### src/rtl/bitop_flag_capture_if.sv
// -----------------------------------------------------------------------------
// bitop_flag_capture_if
// Groups the sample input and FWFT drain signals of bitop_flag_capture.
//   in_valid  : in_flags carries a sample this cycle
//   in_flags  : [0:17], bit k = out_(k+1) of the upstream bitwise stage
//   out_valid : FIFO head is valid
//   out_ready : consumer accepts the head
//   out_flags : [0:17] FIFO head vector (0 when empty)
//   out_ts    : [15:0] head timestamp (0 when empty or timestamps disabled)
// Modports: slave = the capture block, master = producer/consumer side.
// -----------------------------------------------------------------------------
interface bitop_flag_capture_if;
  logic        in_valid;
  logic [0:17] in_flags;
  logic        out_valid;
  logic        out_ready;
  logic [0:17] out_flags;
  logic [15:0] out_ts;

  modport slave (
    input  in_valid,
    input  in_flags,
    input  out_ready,
    output out_valid,
    output out_flags,
    output out_ts
  );

  modport master (
    output in_valid,
    output in_flags,
    output out_ready,
    input  out_valid,
    input  out_flags,
    input  out_ts
  );
endinterface

### src/rtl/bitop_flag_capture.sv
// -----------------------------------------------------------------------------
// bitop_flag_capture
// Captures the 18 single-bit results of the 4-bit bitwise/logical stage on a
// valid strobe, optionally keeping only changed vectors, and buffers them in a
// first-word-fall-through FIFO drained by a valid/ready consumer. Samples that
// find the FIFO full are dropped and counted.
//
// Ports:
//   clk      : clock, rising edge
//   rst      : asynchronous active-high reset
//   bus      : bitop_flag_capture_if.slave (in_valid/in_flags, out_* drain)
//   level    : current FIFO occupancy, 0..DEPTH
//   drop_cnt : saturating count of dropped samples
//   overflow : sticky, set on the first drop
//
// Parameters: DEPTH (power of two, >= 2), CNT_W (drop_cnt width),
//             COMPRESS (1 = enqueue only changed vectors, 0 = every sample).
// Optional feature macro: BITOP_FLAG_CAPTURE_TIMESTAMP_EN
//   defined   : each entry stores a 16-bit free-running cycle count of its
//               push cycle, presented on out_ts for the head entry
//   undefined : no counter or storage, out_ts tied to 0
// -----------------------------------------------------------------------------
module bitop_flag_capture #(
  parameter int DEPTH    = 8,
  parameter int CNT_W    = 8,
  parameter int COMPRESS = 1
) (
  input  logic                     clk,
  input  logic                     rst,
  bitop_flag_capture_if.slave      bus,
  output logic [$clog2(DEPTH):0]   level,
  output logic [CNT_W-1:0]         drop_cnt,
  output logic                     overflow
);

  localparam int             AW        = $clog2(DEPTH);
  localparam logic [AW:0]    FULL_LVL  = (AW+1)'(DEPTH);
  localparam logic [AW:0]    LVL_ONE   = (AW+1)'(1);
  localparam logic [AW-1:0]  PTR_ONE   = AW'(1);
  localparam logic [CNT_W-1:0] CNT_ONE = CNT_W'(1);
  localparam logic [CNT_W-1:0] CNT_MAX = {CNT_W{1'b1}};

  logic [AW-1:0]    wr_ptr_reg;
  logic [AW-1:0]    rd_ptr_reg;
  logic [AW:0]      level_reg;
  logic [0:17]      last_flags_reg;
  logic             have_last_reg;
  logic [CNT_W-1:0] drop_cnt_reg;
  logic             overflow_reg;

  // Storage has no reset: contents are only visible through the read pointer
  // while level != 0, so stale words never reach the outputs.
  logic [0:17]      flag_mem [DEPTH];

  logic chg;
  logic pop;
  logic push;
  logic drop;
  logic out_valid;

  assign out_valid = (level_reg != '0);

  always_comb begin
    chg  = 1'b0;
    pop  = 1'b0;
    push = 1'b0;
    drop = 1'b0;
    chg  = bus.in_valid &&
           ((COMPRESS == 0) || !have_last_reg || (bus.in_flags != last_flags_reg));
    pop  = out_valid && bus.out_ready;
    // A pop in the same cycle frees the head slot, so a full FIFO still accepts.
    push = chg && ((level_reg < FULL_LVL) || pop);
    drop = chg && !push;
  end

  always_ff @(posedge clk or posedge rst) begin
    if (rst) begin
      wr_ptr_reg     <= '0;
      rd_ptr_reg     <= '0;
      level_reg      <= '0;
      last_flags_reg <= '0;
      have_last_reg  <= 1'b0;
      drop_cnt_reg   <= '0;
      overflow_reg   <= 1'b0;
    end else begin
      // The compare reference follows every changed sample, stored or not,
      // so a dropped value is never retried.
      if (chg) begin
        last_flags_reg <= bus.in_flags;
        have_last_reg  <= 1'b1;
      end
      if (push) wr_ptr_reg <= wr_ptr_reg + PTR_ONE;
      if (pop)  rd_ptr_reg <= rd_ptr_reg + PTR_ONE;
      case ({push, pop})
        2'b10:   level_reg <= level_reg + LVL_ONE;
        2'b01:   level_reg <= level_reg - LVL_ONE;
        default: level_reg <= level_reg;
      endcase
      if (drop) begin
        overflow_reg <= 1'b1;
        if (drop_cnt_reg != CNT_MAX) drop_cnt_reg <= drop_cnt_reg + CNT_ONE;
      end
    end
  end

  always_ff @(posedge clk) begin
    if (push) flag_mem[wr_ptr_reg] <= bus.in_flags;
  end

  // Head is read combinationally so a freshly pushed entry is visible in the
  // cycle right after its push edge.
  assign bus.out_valid = out_valid;
  assign bus.out_flags = out_valid ? flag_mem[rd_ptr_reg] : '0;

`ifdef BITOP_FLAG_CAPTURE_TIMESTAMP_EN
  logic [15:0] cycle_cnt_reg;
  logic [15:0] ts_mem [DEPTH];

  always_ff @(posedge clk or posedge rst) begin
    if (rst) cycle_cnt_reg <= '0;
    else     cycle_cnt_reg <= cycle_cnt_reg + 16'd1;
  end

  always_ff @(posedge clk) begin
    if (push) ts_mem[wr_ptr_reg] <= cycle_cnt_reg;
  end

  assign bus.out_ts = out_valid ? ts_mem[rd_ptr_reg] : 16'h0000;
`else
  assign bus.out_ts = 16'h0000;
`endif

  assign level    = level_reg;
  assign drop_cnt = drop_cnt_reg;
  assign overflow = overflow_reg;

endmodule

### src/flat_wrapper.sv
// flat-port wrapper written by rule: the top's interface ports become plain ports
module bitop_flag_capture_flat 
#(
  parameter int DEPTH    = 8,
  parameter int CNT_W    = 8,
  parameter int COMPRESS = 1
)
  (clk, rst, level, drop_cnt, overflow, bus_in_valid, bus_in_flags, bus_out_ready, bus_out_valid, bus_out_flags, bus_out_ts);
  bitop_flag_capture_if bus_i ();
  input  logic clk;
  input  logic rst;
  output logic [$clog2(DEPTH):0] level;
  output logic [CNT_W-1:0] drop_cnt;
  output logic overflow;
  input wire logic [$bits(bus_i.in_valid)-1:0] bus_in_valid;
  input wire logic [$bits(bus_i.in_flags)-1:0] bus_in_flags;
  input wire logic [$bits(bus_i.out_ready)-1:0] bus_out_ready;
  output wire logic [$bits(bus_i.out_valid)-1:0] bus_out_valid;
  output wire logic [$bits(bus_i.out_flags)-1:0] bus_out_flags;
  output wire logic [$bits(bus_i.out_ts)-1:0] bus_out_ts;
  assign bus_i.in_valid = bus_in_valid;
  assign bus_i.in_flags = bus_in_flags;
  assign bus_i.out_ready = bus_out_ready;
  assign bus_out_valid = bus_i.out_valid;
  assign bus_out_flags = bus_i.out_flags;
  assign bus_out_ts = bus_i.out_ts;
  bitop_flag_capture #(.DEPTH(DEPTH), .CNT_W(CNT_W), .COMPRESS(COMPRESS)) u_core (.clk(clk), .rst(rst), .bus(bus_i), .level(level), .drop_cnt(drop_cnt), .overflow(overflow));
endmodule
### config.mk
export PLATFORM = sky130hd
export DESIGN_NAME = bitop_flag_capture_flat
export DESIGN_NICKNAME = d
export VERILOG_FILES = /design/src/rtl/bitop_flag_capture_if.sv /design/src/rtl/bitop_flag_capture.sv /design/src/flat_wrapper.sv
export SDC_FILE = /design/constraint.sdc
export NUM_CORES = 1
export LEC_CHECK = 0
export ABC_CLOCK_PERIOD_IN_PS = 3000
export CORE_MARGIN = 5
export CORE_UTILIZATION = 52
export CTS_BUF_LIST = sky130_fd_sc_hd__clkbuf_16
export DETAILED_ROUTE_END_ITERATION = 8
export GPL_TIMING_DRIVEN = 0
export MAX_ROUTING_LAYER = met4
export PLACE_DENSITY = 0.81
export SETUP_SLACK_MARGIN = 0.2
export SYNTH_ARGS = -nofsm -noshare
export SYNTH_HDL_FRONTEND = slang
export SYNTH_SLANG_ARGS = --single-unit
### constraint.sdc
create_clock -name clk -period 3 [get_ports clk]
set_input_delay 0.45 -clock clk [delete_from_list [all_inputs] [get_ports clk]]
set_output_delay 0.45 -clock clk [all_outputs]
set_load 0.02 [all_outputs]
==> impl_metrics.tcl, run 1 <==
set metrics [dict create \
    status "completed" \
    layout_commonest_cell "edfxtp_1" \
    nets 536 \
    synth_top_area_cell "edfxtp_1" \
    rsz0062_at_grt "no" \
    finalHoldViolCount 0 \
    rrSetupSlack_ns 0.32 \
    whs_endpoint "u_core.flag_mem[3][17]" \
    reg2reg_depth 12 \
    root_buffer "clkbuf_16" \
    ys_top_cells_by_area "edfxtp_1 57%, dfrtp_1 13%, mux4_2 11%" \
    hold_buffers 0 \
    hold_path_class "in2reg" \
    cts_made_buffers 17 \
    final_max_slew_viol_count 0 \
    yosysUniqueCellTypes 41 \
    crit_path_top_delay_cell "mux4_2" \
    start_kind "flop" \
    fmax_mhz 363 \
    largest_reg_flops 144 \
    setup_tns_ns 0 \
    syn_to_final_growth_pct 23.3 \
    finalCriticalPeriod_ns 2.76 \
    p_leak_nw 3.46 \
    hpwlAfterDp_um 9900 \
    fillCellCount 967 \
    ys_ff_latch 182 \
    synth_cells 402 \
    grt_max_degree 24 \
    fin_cells 706 \
    crit_path_end_kind "primary output" \
    r2r-end "u_core.level[3]" \
    via_per_inst 5.58 \
    cap_violations 0 \
    dieArea_um2 17100 \
    cts_tree "done" \
    port_buffers 52 \
    setup_viol 0 \
    core_area_um2 14400 \
    p_total_mw 8.57 \
    ys_warn_count 0 \
    fin_util_pct 64.6 \
    required_ns 2.55 \
    synth_edf_count 144 \
    final_cell_mix "144 x edfxtp_1, 38 x dfrtp_1, 36 x mux4_2, 24 x buf_4, 23 x dlygate4sd2_1" \
    p_per_area_nw_per_um2 919 \
    crit_type "reg2out" \
    ys_seq_area_share_pct 69.7 \
    ctsHtreeMaxLevel 4 \
    track_usage_pct 20.1 \
    ir_drop_mv 0.608 \
    num_vias 3939 \
    wire_per_inst_um 22.0 \
    rows 44 \
    synth_ff_type "edfxtp_1" \
    start_util_pct 52.4 \
    syn_area_um2 7560 \
    path_clk_slew_ns 0.06 \
    grt_pass1_wl_um 24100 \
    cts_max_path_buffers 2 \
    synth_top_area_share_pct 57.2 \
    antenna_found_initial 1 \
    worst_pin_slew_ns 0.701 \
    crit_path_max_fanout 10 \
    initialDrtViolationCount 410 \
    drt_wl_total_um 15600 \
    drc 0 \
    fin_crit_sh_pct 91.9 \
    overflow 0 \
    first_pass_iters 4 \
    worstHoldStart "bus_in_flags[17]" \
    die_y_um 131 \
    gp_congestion 0.787 \
    worst_path_most_repeated_cell "buf_12" \
    crit_arrival_ns 2.31 \
    clkSinkCount 182 \
    clk_latency_ns 0.43 \
    postSynth.asyncResetShare_pct 20.9 \
    io_pins 70 \
    die_w_um 131 \
    min_path_cells 1 \
    dpl_cell_area_um2 8560 \
    slew_headroom_pct 53.2 \
    skew_ns 0.00681 \
    timing.rr.start "u_core.last_flags_reg[9]" \
    fin_area_um2 9320 \
    place_inst 662 \
    cp_slowest_stage_delay_ns 0.52 \
    avgSynthCellArea_um2 18.8 \
    drtAntennaViolNets 0 \
    grt_pass1_vias 4250 \
    worstPathCellList "buf_12 -> buf_12 -> mux4_2 -> mux2i_2 -> nor2_1 -> dlygate4sd2_1" \
    layout-drive-gt1-share_pct 31.3 \
]
-- cell usage after synthesis (3+ instances only) --
cell / count
xor2_1: 10
mux2_2: 8
buf_6: 3
mux2_4: 14
nand3_1: 5
dfrtp_1: 38
clkbuf_1: 4
nor3_1: 3
nand2b_1: 4
mux4_2: 36
ha_1: 6
buf_4: 19
xnor2_1: 23
nand4_1: 7
edfxtp_1: 144
mux2i_1: 18
nand2_1: 5
nor2_1: 26
-- power by group --
part	internal (mW)	switching, mW	leakage, nW	total, mW
sequential	3.12	0.239	1.75	3.36
combinational	1.53	1.68	1.44	3.22
clock	1.11	0.879	0.260	1.99
-- routing by layer --
metal / up-vias / track usage (%) / routed length, um
met5: - / - / 0
met4: 0 / 8.17 / 318
met3: 26 / 3.94 / 881
met2: 135 / 31.2 / 7820
met1: 2039 / 26.5 / 6530
li1: 1739 / - / -
-- worst max path at each step --
stage | start | end | slack, ns
floorplan | u_core.level[1] | u_core.level[2] | 0.37
global placement | bus_in_flags[3] | u_core.flag_mem[3][7] | -0.94
detailed placement | bus_in_flags[0] | u_core.level[3] | -0.57
CTS | bus_in_flags[4] | u_core.flag_mem[2][2] | 0.08
global route | u_core.rd_ptr_reg[0] | bus_out_flags[6] | 0.14
finish | u_core.rd_ptr_reg[0] | bus_out_flags[6] | 0.24
-- through the flow --
stage	worst slack, ns	hold WS [ns]
2_1_floorplan	0.370	0.439
3_3_place_gp	-0.936	0.444
3_5_place_dp	-0.566	0.459
4_1_cts	0.0818	0.428
5_1_grt	0.143	0.369
6_report	0.243	0.360
-- critical path: cells and delay by family (launching register included) --
family                 cells  cell delay (ns)
buffers and inverters      3             0.69
muxes                      2             0.70
and+or+nand+nor            1             0.07
DFF                        1             0.42
-- cell type report --
| class | count | area [um2] | area share, % |
|---|---|---|---|
| Sequential cell | 182 | 5280 | 56.6 |
| Multi-Input combinational cell | 201 | 2230 | 23.9 |
| Timing Repair Buffer | 73 | 768 | 8.24 |
| Clock buffer | 17 | 425 | 4.56 |
| Buffer | 30 | 284 | 3.05 |
| Tap cell | 184 | 230 | 2.47 |
| Clock inverter | 15 | 100 | 1.07 |
| Inverter | 3 | 11.3 | 0.121 |
| Antenna cell | 1 | 2.50 | 0.0268 |
-- what timing repair did --
| item | CTS | global route |
|---|---|---|
| setup buffers | 4 | 8 |
| setup endpoints to repair | 118 | 117 |
| pin swaps | 2 | 8 |
| resized for setup | 58 | 34 |
-- cell families after synthesis --
| group | count (synthesis) | synth area share, % |
|---|---|---|
| compound gates | 7 | 0.629 |
| xor+xnor | 33 | 3.82 |
| fa+ha+maj | 6 | 0.992 |
| buf+inv | 34 | 2.98 |
| flops | 182 | 69.7 |
| mux | 78 | 17.4 |
| other cells | 1 | 0.0496 |
| simple gates | 61 | 4.43 |
(Power assumes the default switching activity.)
==> run 2: changes to the inputs <==
--- a/config.mk
+++ b/config.mk
@@ -6,13 +6,13 @@
 export NUM_CORES = 1
 export LEC_CHECK = 0
 export ABC_CLOCK_PERIOD_IN_PS = 3000
-export CORE_MARGIN = 5
-export CORE_UTILIZATION = 52
+export CORE_MARGIN = 3
+export CORE_UTILIZATION = 45
 export CTS_BUF_LIST = sky130_fd_sc_hd__clkbuf_16
 export DETAILED_ROUTE_END_ITERATION = 8
 export GPL_TIMING_DRIVEN = 0
 export MAX_ROUTING_LAYER = met4
-export PLACE_DENSITY = 0.81
+export PLACE_DENSITY = 0.72
 export SETUP_SLACK_MARGIN = 0.2
 export SYNTH_ARGS = -nofsm -noshare
 export SYNTH_HDL_FRONTEND = slang
==> run 2 against run 1 <==
Effect of this change: maximum frequency about the same; die area grew 7.9%; combinational power down 1%; sequential share of layout area decreased by 0.072 points; sequential cell count unchanged.
==> impl_metrics.tcl, run 2 (synthesis results as in run 1) <==
set metrics [dict create \
    fmax_mhz 363 \
    start_util_pct 46.8 \
    hold_path_class "in2reg" \
    drt_wl_total_um 14900 \
    io_pins 70 \
    crit_path_max_fanout 10 \
    p_leak_nw 3.45 \
    antenna_found_initial 0 \
    p_int_mw 5.68 \
    reg2reg_depth 12 \
    clkPwrFrac_pct 22.3 \
    rrSetupSlack_ns 0.35 \
    timing.rr.start "u_core.last_flags_reg[4]" \
    final_cell_mix "144 x edfxtp_1, 36 x mux4_2, 36 x dfrtp_1, 23 x dlygate4sd2_1" \
    seqPwrFrac_pct 39.9 \
    dpl_cell_area_um2 8570 \
    switching_share_pct 32.4 \
    via_per_inst 5.26 \
    finalWorstSetupSlack_ns 0.243 \
    layout_commonest_cell "edfxtp_1" \
    dieArea_um2 18400 \
    multi_input_area_um2 2250 \
    clkSinkCount 182 \
    num_vias 3876 \
    cap_violations 0 \
    p_per_area_nw_per_um2 900 \
    gp_congestion 0.720 \
    worstHoldStart "bus_in_flags[9]" \
    crit_type "in2reg" \
    r2r-end "u_core.level[2]" \
    grt_max_degree 39 \
    core_area_um2 16200 \
    rows 46 \
    status "completed" \
    largest_reg_flops 144 \
    setup_viol 0 \
    hold_buffers 0 \
    switchingPower_mw 2.72 \
    grt_pass1_wl_um 23000 \
    cts_max_path_buffers 2 \
    slew_headroom_pct 44.9 \
    final_max_slew_viol_count 0 \
    finalHoldViolCount 0 \
    drc 0 \
    min_path_cells 1 \
    root_buffer "clkbuf_16" \
    crit_path_end_kind "flop" \
    port_buffers 52 \
    die_w_um 136 \
    hold-worst-slack_ns 0.353 \
    ctsHtreeMaxLevel 4 \
    crit_arrival_ns 2.89 \
    cts_made_buffers 17 \
    overflow 0 \
    syn_to_final_growth_pct 23.5 \
    nets 536 \
    first_pass_iters 5 \
    worst_pin_slew_ns 0.825 \
    p_total_mw 8.40 \
    skew_ns 0.00969 \
    drtAntennaViolNets 0 \
    required_ns 3.14 \
    critPathLaunch "bus_in_flags[10]" \
    ir_drop_mv 0.531 \
    path_clk_slew_ns 0.06 \
    finalCriticalPeriod_ns 2.76 \
    hpwlAfterDp_um 9700 \
    antenna_cells 0 \
    fin_crit_sh_pct 91.9 \
    rsz0062_at_grt "yes" \
    place_ws_ns -0.609 \
    place_inst 693 \
    track_usage_pct 17.5 \
    regArea_um2 5280 \
    layout-drive-gt1-share_pct 31.5 \
    die_y_um 136 \
    grt_pass1_vias 4062 \
    clk_latency_ns 0.43 \
    initialDrtViolationCount 340 \
    fin_area_um2 9340 \
    combPwrFrac_pct 37.9 \
    start_kind "primary input" \
    fillCellCount 1204 \
    fin_cells 737 \
    cts_tree "done" \
    whs_endpoint "u_core.flag_mem[6][9]" \
    wire_per_inst_um 20.2 \
]
run 2: cell types whose count changed in the layout (fill, tap and decap cells not counted), moves of 2 or more:
cell / before / now
clkinvlp_4: 4 / 0
buf_4: 24 / 22
clkbuf_4: 1 / 3
clkinv_2: 2 / 4
dfrtp_1: 38 / 36
dfrtp_2: 0 / 2
inv_2: 1 / 3
mux2i_2: 2 / 0
run 2: cell type report:
type / count / share of cell area [%]
Sequential cell: 182 / 56.5
Timing Repair Buffer: 72 / 8.13
Buffer: 31 / 3.05
Tap cell: 216 / 2.89
Clock buffer: 17 / 4.55
Clock inverter: 15 / 0.656
Multi-Input combinational cell: 201 / 24.1
Inverter: 3 / 0.121
run 2: per-layer routing:
metal	up-vias	global-route usage [%]	share of wire [%]
met2	126	26.7	50
met3	19	4.09	5.2
li1	1743	-	-
met1	1988	23.5	44
met4	0	5.88	1.6
met5	-	-	0
run 2: how the worst max path moves through the flow:
stage / endpoint / slack [ns] / cells past startpoint
6_report: u_core.flag_mem[6][3] / 0.24 / 8
5_1_grt: u_core.level[2] / 0.15 / 12
4_1_cts: u_core.flag_mem[3][2] / 0.12 / 8
3_5_place_dp: u_core.level[2] / -0.61 / 13
3_3_place_gp: u_core.flag_mem[3][16] / -0.99 / 8
2_1_floorplan: u_core.level[2] / 0.37 / 11
run 2: metrics by stage:
stage               util, %  TNS [ns]
detailed placement     53.0    -47.40
floorplan                 -         0
finish                 57.8         0
CTS                    56.6         0
global placement       52.1   -135.70
global route           57.8         0
run 2: what timing repair did:
| item | CTS | global route |
|---|---|---|
| resized for setup | 60 | 36 |
| setup endpoints to repair | 122 | 106 |
| buffers inserted | 4 | 8 |
| pin swaps | 2 | 10 |
run 2: critical path: stages:
cell and delay (ns):
clkdlybuf4s50_1 0.64, xor2_1 0.21, nor3_2 0.09, a21boi_2 0.27, buf_6 0.21, nand3b_1 0.36
nor2_4 0.45, buf_8 0.20
run 2: power groups by stage:
stage,registers (mW),logic (mW),clock network [mW]
final,3.35,3.18,1.87
after CTS,3.35,3.08,1.90
after global routing,3.39,3.44,2.01
after global placement,3.36,2.95,0
after floorplan,3.40,1.89,0
after detailed placement,3.39,3.09,0
==> run 3: changes to the inputs <==
--- a/config.mk
+++ b/config.mk
@@ -8,7 +8,7 @@
 export ABC_CLOCK_PERIOD_IN_PS = 3000
 export CORE_MARGIN = 3
 export CORE_UTILIZATION = 45
-export CTS_BUF_LIST = sky130_fd_sc_hd__clkbuf_16
+export CTS_BUF_LIST = sky130_fd_sc_hd__clkbuf_4 sky130_fd_sc_hd__clkbuf_8
 export DETAILED_ROUTE_END_ITERATION = 8
 export GPL_TIMING_DRIVEN = 0
 export MAX_ROUTING_LAYER = met4
==> run 3 against run 2 <==
Effect of this change: hold slack is essentially flat; via count shrank 0.95%; maximum frequency shrank 2.6%; die area is the same; design area shrank 2.1%; first-iteration DRC count grew 8.8%; total power shrank 4.8%; clock skew grew 0.0020 ns; highest routed layer unchanged.
==> impl_metrics.tcl, run 3 (synthesis results as in run 1) <==
set metrics [dict create \
    status "completed" \
    rows 46 \
    dieArea_um2 18400 \
    hold_buffers 0 \
    grt_pass1_vias 4031 \
    antenna_cells 0 \
    finalCriticalPeriod_ns 2.83 \
    reg2reg_depth 13 \
    skew_ns 0.0117 \
    largest_reg_flops 144 \
    drc 0 \
    p_total_mw 8.00 \
    crit_path_max_fanout 10 \
    hold_path_class "in2reg" \
    gp_congestion 0.720 \
    min_path_cells 1 \
    cp_slowest_stage_delay_ns 0.71 \
    met2_length_um 7170 \
    root_buffer "clkbuf_8" \
    place_ws_ns -0.609 \
    ir_drop_mv 0.528 \
    wire_per_inst_um 19.8 \
    antenna_found_initial 0 \
    clkSinkCount 182 \
    route.met3.wl_um 643 \
    ctsHtreeMaxLevel 4 \
    grt_max_degree 39 \
    p_per_area_nw_per_um2 875 \
    initialDrtViolationCount 370 \
    final_cell_mix "144 x edfxtp_1, 36 x mux4_2, 36 x dfrtp_1, 30 x buf_4, 29 x dlygate4sd2_1" \
    io_pins 70 \
    core_area_um2 16200 \
    crit_arrival_ns 2.99 \
    clk_latency_ns 0.45 \
    path_clk_slew_ns 0.08 \
    start_util_pct 46.8 \
    layout-drive-gt1-share_pct 32.6 \
    combPwrFrac_pct 39.1 \
    syn_to_final_growth_pct 20.9 \
    final_max_slew_viol_count 0 \
    overflow 0 \
    routed.top_layer "met4" \
    layout_commonest_cell "edfxtp_1" \
    cts_tree "done" \
    drtAntennaViolNets 0 \
    rrSetupSlack_ns 0.25 \
    die_y_um 136 \
    crit_path_end_kind "flop" \
    cts_max_path_buffers 2 \
    die_w_um 136 \
    first_pass_iters 4 \
    required_ns 3.16 \
    cts_made_buffers 17 \
    slew_headroom_pct 46.1 \
    finalWorstSetupSlack_ns 0.169 \
    seqPwrFrac_pct 41.9 \
    wl_met1_um 6530 \
    p_int_mw 5.37 \
    drt_wl_total_um 14600 \
    crit_type "in2reg" \
    worstPathCellList "clkdlybuf4s50_1 -> xor2_1 -> nor3_2 -> a21boi_2 -> buf_6 -> nand3_1 -> nor2_2 -> buf_8" \
    setup_viol 0 \
    via_per_inst 5.20 \
    fin_crit_sh_pct 94.4 \
    crit_path_top_delay_cell "clkdlybuf4s50_1" \
    clkPwrFrac_pct 19.1 \
    switchingPower_mw 2.63 \
    fmax_mhz 353 \
    switching_share_pct 32.9 \
    port_buffers 52 \
    worst_pin_slew_ns 0.807 \
    rsz0062_at_grt "yes" \
    start_kind "primary input" \
    track_usage_pct 17.3 \
    p_leak_nw 3.35 \
    num_vias 3839 \
    nets 537 \
    hpwlAfterDp_um 9700 \
    grt_pass1_wl_um 22800 \
    cap_violations 0 \
    finalHoldViolCount 0 \
]
-- run 3: metrics by stage --
stage | std cells | TNS, ns | hold slack (ns) | utilization, % | area [um2]
CTS | 728 | 0 | 0.469 | 55.8 | 9030
floorplan | 417 | 0 | 0.439 | - | 7630
detailed placement | 693 | -47.40 | 0.460 | 53.0 | 8570
global route | 738 | 0 | 0.341 | 56.5 | 9150
global placement | 685 | -135.70 | 0.443 | 52.1 | 8420
finish | 738 | 0 | 0.353 | 56.5 | 9150
-- run 3: critical path, delay by kind of cell --
family	cells	cell delay (ns)
XOR/XNOR	1	0.23
buffers and inverters	3	1.15
AO/OA/AOI/OAI	1	0.21
AND/OR/NAND/NOR	3	0.94
-- run 3: layout make-up --
type                       count  area (um2)
fill                        1236        7030
sequential                   182        5280
multi-input combinational    201        2230
timing repair buffer          73         699
clock buffer                  28         348
buffer                        31         285
tap                          216         270
clock inverter                 4        20.0
inverter                       3        11.3
-- run 3: power by group through the flow --
stage                     Combinational (mW)  Sequential, mW  Clock [mW]
final                                   3.13            3.35        1.52
after global routing                    3.39            3.39        1.65
after CTS                               3.09            3.34        1.55
after detailed placement                3.09            3.39           0
after global placement                  2.95            3.36           0
after floorplan                         1.89            3.40           0
-- run 3: what timing repair did --
| item | in CTS | in global routing |
|---|---|---|
| resized for setup | 63 | 16 |
| buffers inserted | 3 | 10 |
| pin swaps | 3 | 11 |
| endpoints found under the setup margin | 98 | 88 |
-- run 3: metal layers --
layer / global-route usage (%) / vias up
met3: 3.42 / 20
met5: - / -
li1: - / 1740
met2: 26.3 / 95
met4: 5.54 / 0
met1: 23.8 / 1984
-- run 3: path summary, 6_finish.rpt --
kind | to | startpoint
min in group asynchronous | u_core.drop_cnt[7] | rst
setup / recovery | u_core.flag_mem[7][3] | bus_in_flags[15]
max in group asynchronous | u_core.level[2] | rst
setup reg to reg | u_core.level[2] | u_core.last_flags_reg[11]
hold reg to reg | u_core.overflow | u_core.overflow
hold / removal | u_core.flag_mem[6][7] | bus_in_flags[7]
==> patch (settings of run 1) <==
Add a define of `BITOP_FLAG_CAPTURE_TIMESTAMP_EN`.
--- a/src/rtl/bitop_flag_capture.sv
+++ b/src/rtl/bitop_flag_capture.sv
@@ -22,2 +22,4 @@
 // -----------------------------------------------------------------------------
+`define BITOP_FLAG_CAPTURE_TIMESTAMP_EN
+
 module bitop_flag_capture #(
Behaviour: not the same (a bounded check fails within 4 cycles, from zero or initial values and one cycle with rst high).
==> patch against run 1 <==
  * Design area grew 70%
  * Worst setup slack lost 0.066 ns
  * Count of clock-buffer cells in the layout grew 20
  * Area after synthesis grew 71%
  * Wire length grew 77%
  * Total power grew 78%
  * Sequential cell count grew 144
  * Global-route usage grew 0.10 points
  * Sequential share of layout area grew 3.4 points
  * Critical endpoint is now bus_out_flags[8]
==> patch: results (changes against run 1) <==
- The run finished with clean final reports.
- The internal power of the cells is 10.5 mW (+82%).
- The detailed-route wire length on metal 1 is 10.9 mm (+67%).
- The number of gates resized after cts is 149 (+160%).
- The pin count of the biggest net entering global routing was 29 (+21%).
- The proportion of final cell area spent on non-clock buffers is 0.0913 (-0.0215).
- The final weighted congestion in routability-driven placement was 0.806 (+2.5%).
- The post-synthesis share of cell area spent on xor and xnor gates is 0.0284 (-0.00976).
- The largest clock skew in the final design is 0.0171 ns (+0.0102 ns).
- The portion of the layout cell area used by clock cells is 0.0680 (+0.0116).
- The layout buffer count excluding clock buffers is 145 (+41%).
- The number of library cell types mapped by synthesis is 47 (+15%).
- The number of signal-net inverters in the final layout was 6 (+3).
- The worst setup slack after placement is -0.868 ns (-0.301 ns).
- The compound-gate portion of the synthesized area is 0.00958 (+0.00329).
- The number of H-tree levels was 2 (-2).
- The filler cell count in the final layout was 1636 (+69%).
- The clock buffer instance count of the final layout was 37 (+20).
- The via density per instance is 5.73 (+2.8%).
- The routed wire length on met3 was 1.67 mm (+90%).
- The internal reg-to-reg setup slack is 0.30 ns (-0.02 ns).
- The maximum root-to-sink buffer count is 3 (+1).
- The first-pass GRT wire length is 42.0 mm (+74%).
- The routed via count was 6736 (+71%).
- The maximum fanout encountered on the critical timing path is 6 (-4).
- The buffer count from post-CTS setup fixing is 10 (+6).
-- patch: cell count changes after synthesis, moves of 7 or more --
cell | before | now
sky130_fd_sc_hd__edfxtp_1 | 144 | 272
sky130_fd_sc_hd__nand2_1 | 5 | 48
sky130_fd_sc_hd__mux4_2 | 36 | 68
sky130_fd_sc_hd__buf_4 | 19 | 0
sky130_fd_sc_hd__dfrtp_1 | 38 | 54
sky130_fd_sc_hd__mux2i_1 | 18 | 34
sky130_fd_sc_hd__mux2_4 | 14 | 1
sky130_fd_sc_hd__nor2_1 | 26 | 39
sky130_fd_sc_hd__clkbuf_1 | 4 | 16
sky130_fd_sc_hd__xnor2_1 | 23 | 35
sky130_fd_sc_hd__buf_2 | 2 | 9
-- patch: power by group through the flow --
| stage | combinational (mW) | clock [mW] | sequential [mW] |
|---|---|---|---|
| global route | 5.87 | 4.31 | 5.82 |
| CTS | 5.34 | 4.09 | 5.77 |
| floorplan | 3.12 | 0 | 5.85 |
| global placement | 4.95 | 0 | 5.83 |
| detailed placement | 5.22 | 0 | 5.85 |
| finish | 5.48 | 4.02 | 5.77 |
-- patch: worst max path at each step --
stage	start	cells past startpoint	end	slack [ns]
2_1_floorplan	u_core.level[3]$_DFFE_PP0P_	4	u_core.flag_mem[2][0]$_DFFE_PP_	-0.46
3_3_place_gp	bus_in_flags[17]	6	u_core.ts_mem[2][11]$_DFFE_PP_	-2.92
3_5_place_dp	bus_in_flags[17]	12	u_core.level[2]$_DFFE_PP0P_	-0.87
4_1_cts	u_core.rd_ptr_reg[1]$_DFFE_PP0P_	7	bus_out_flags[9]	0.11
5_1_grt	u_core.rd_ptr_reg[0]$_DFFE_PP0P_	8	bus_out_flags[7]	0.12
6_report	u_core.rd_ptr_reg[0]$_DFFE_PP0P_	7	bus_out_flags[8]	0.18
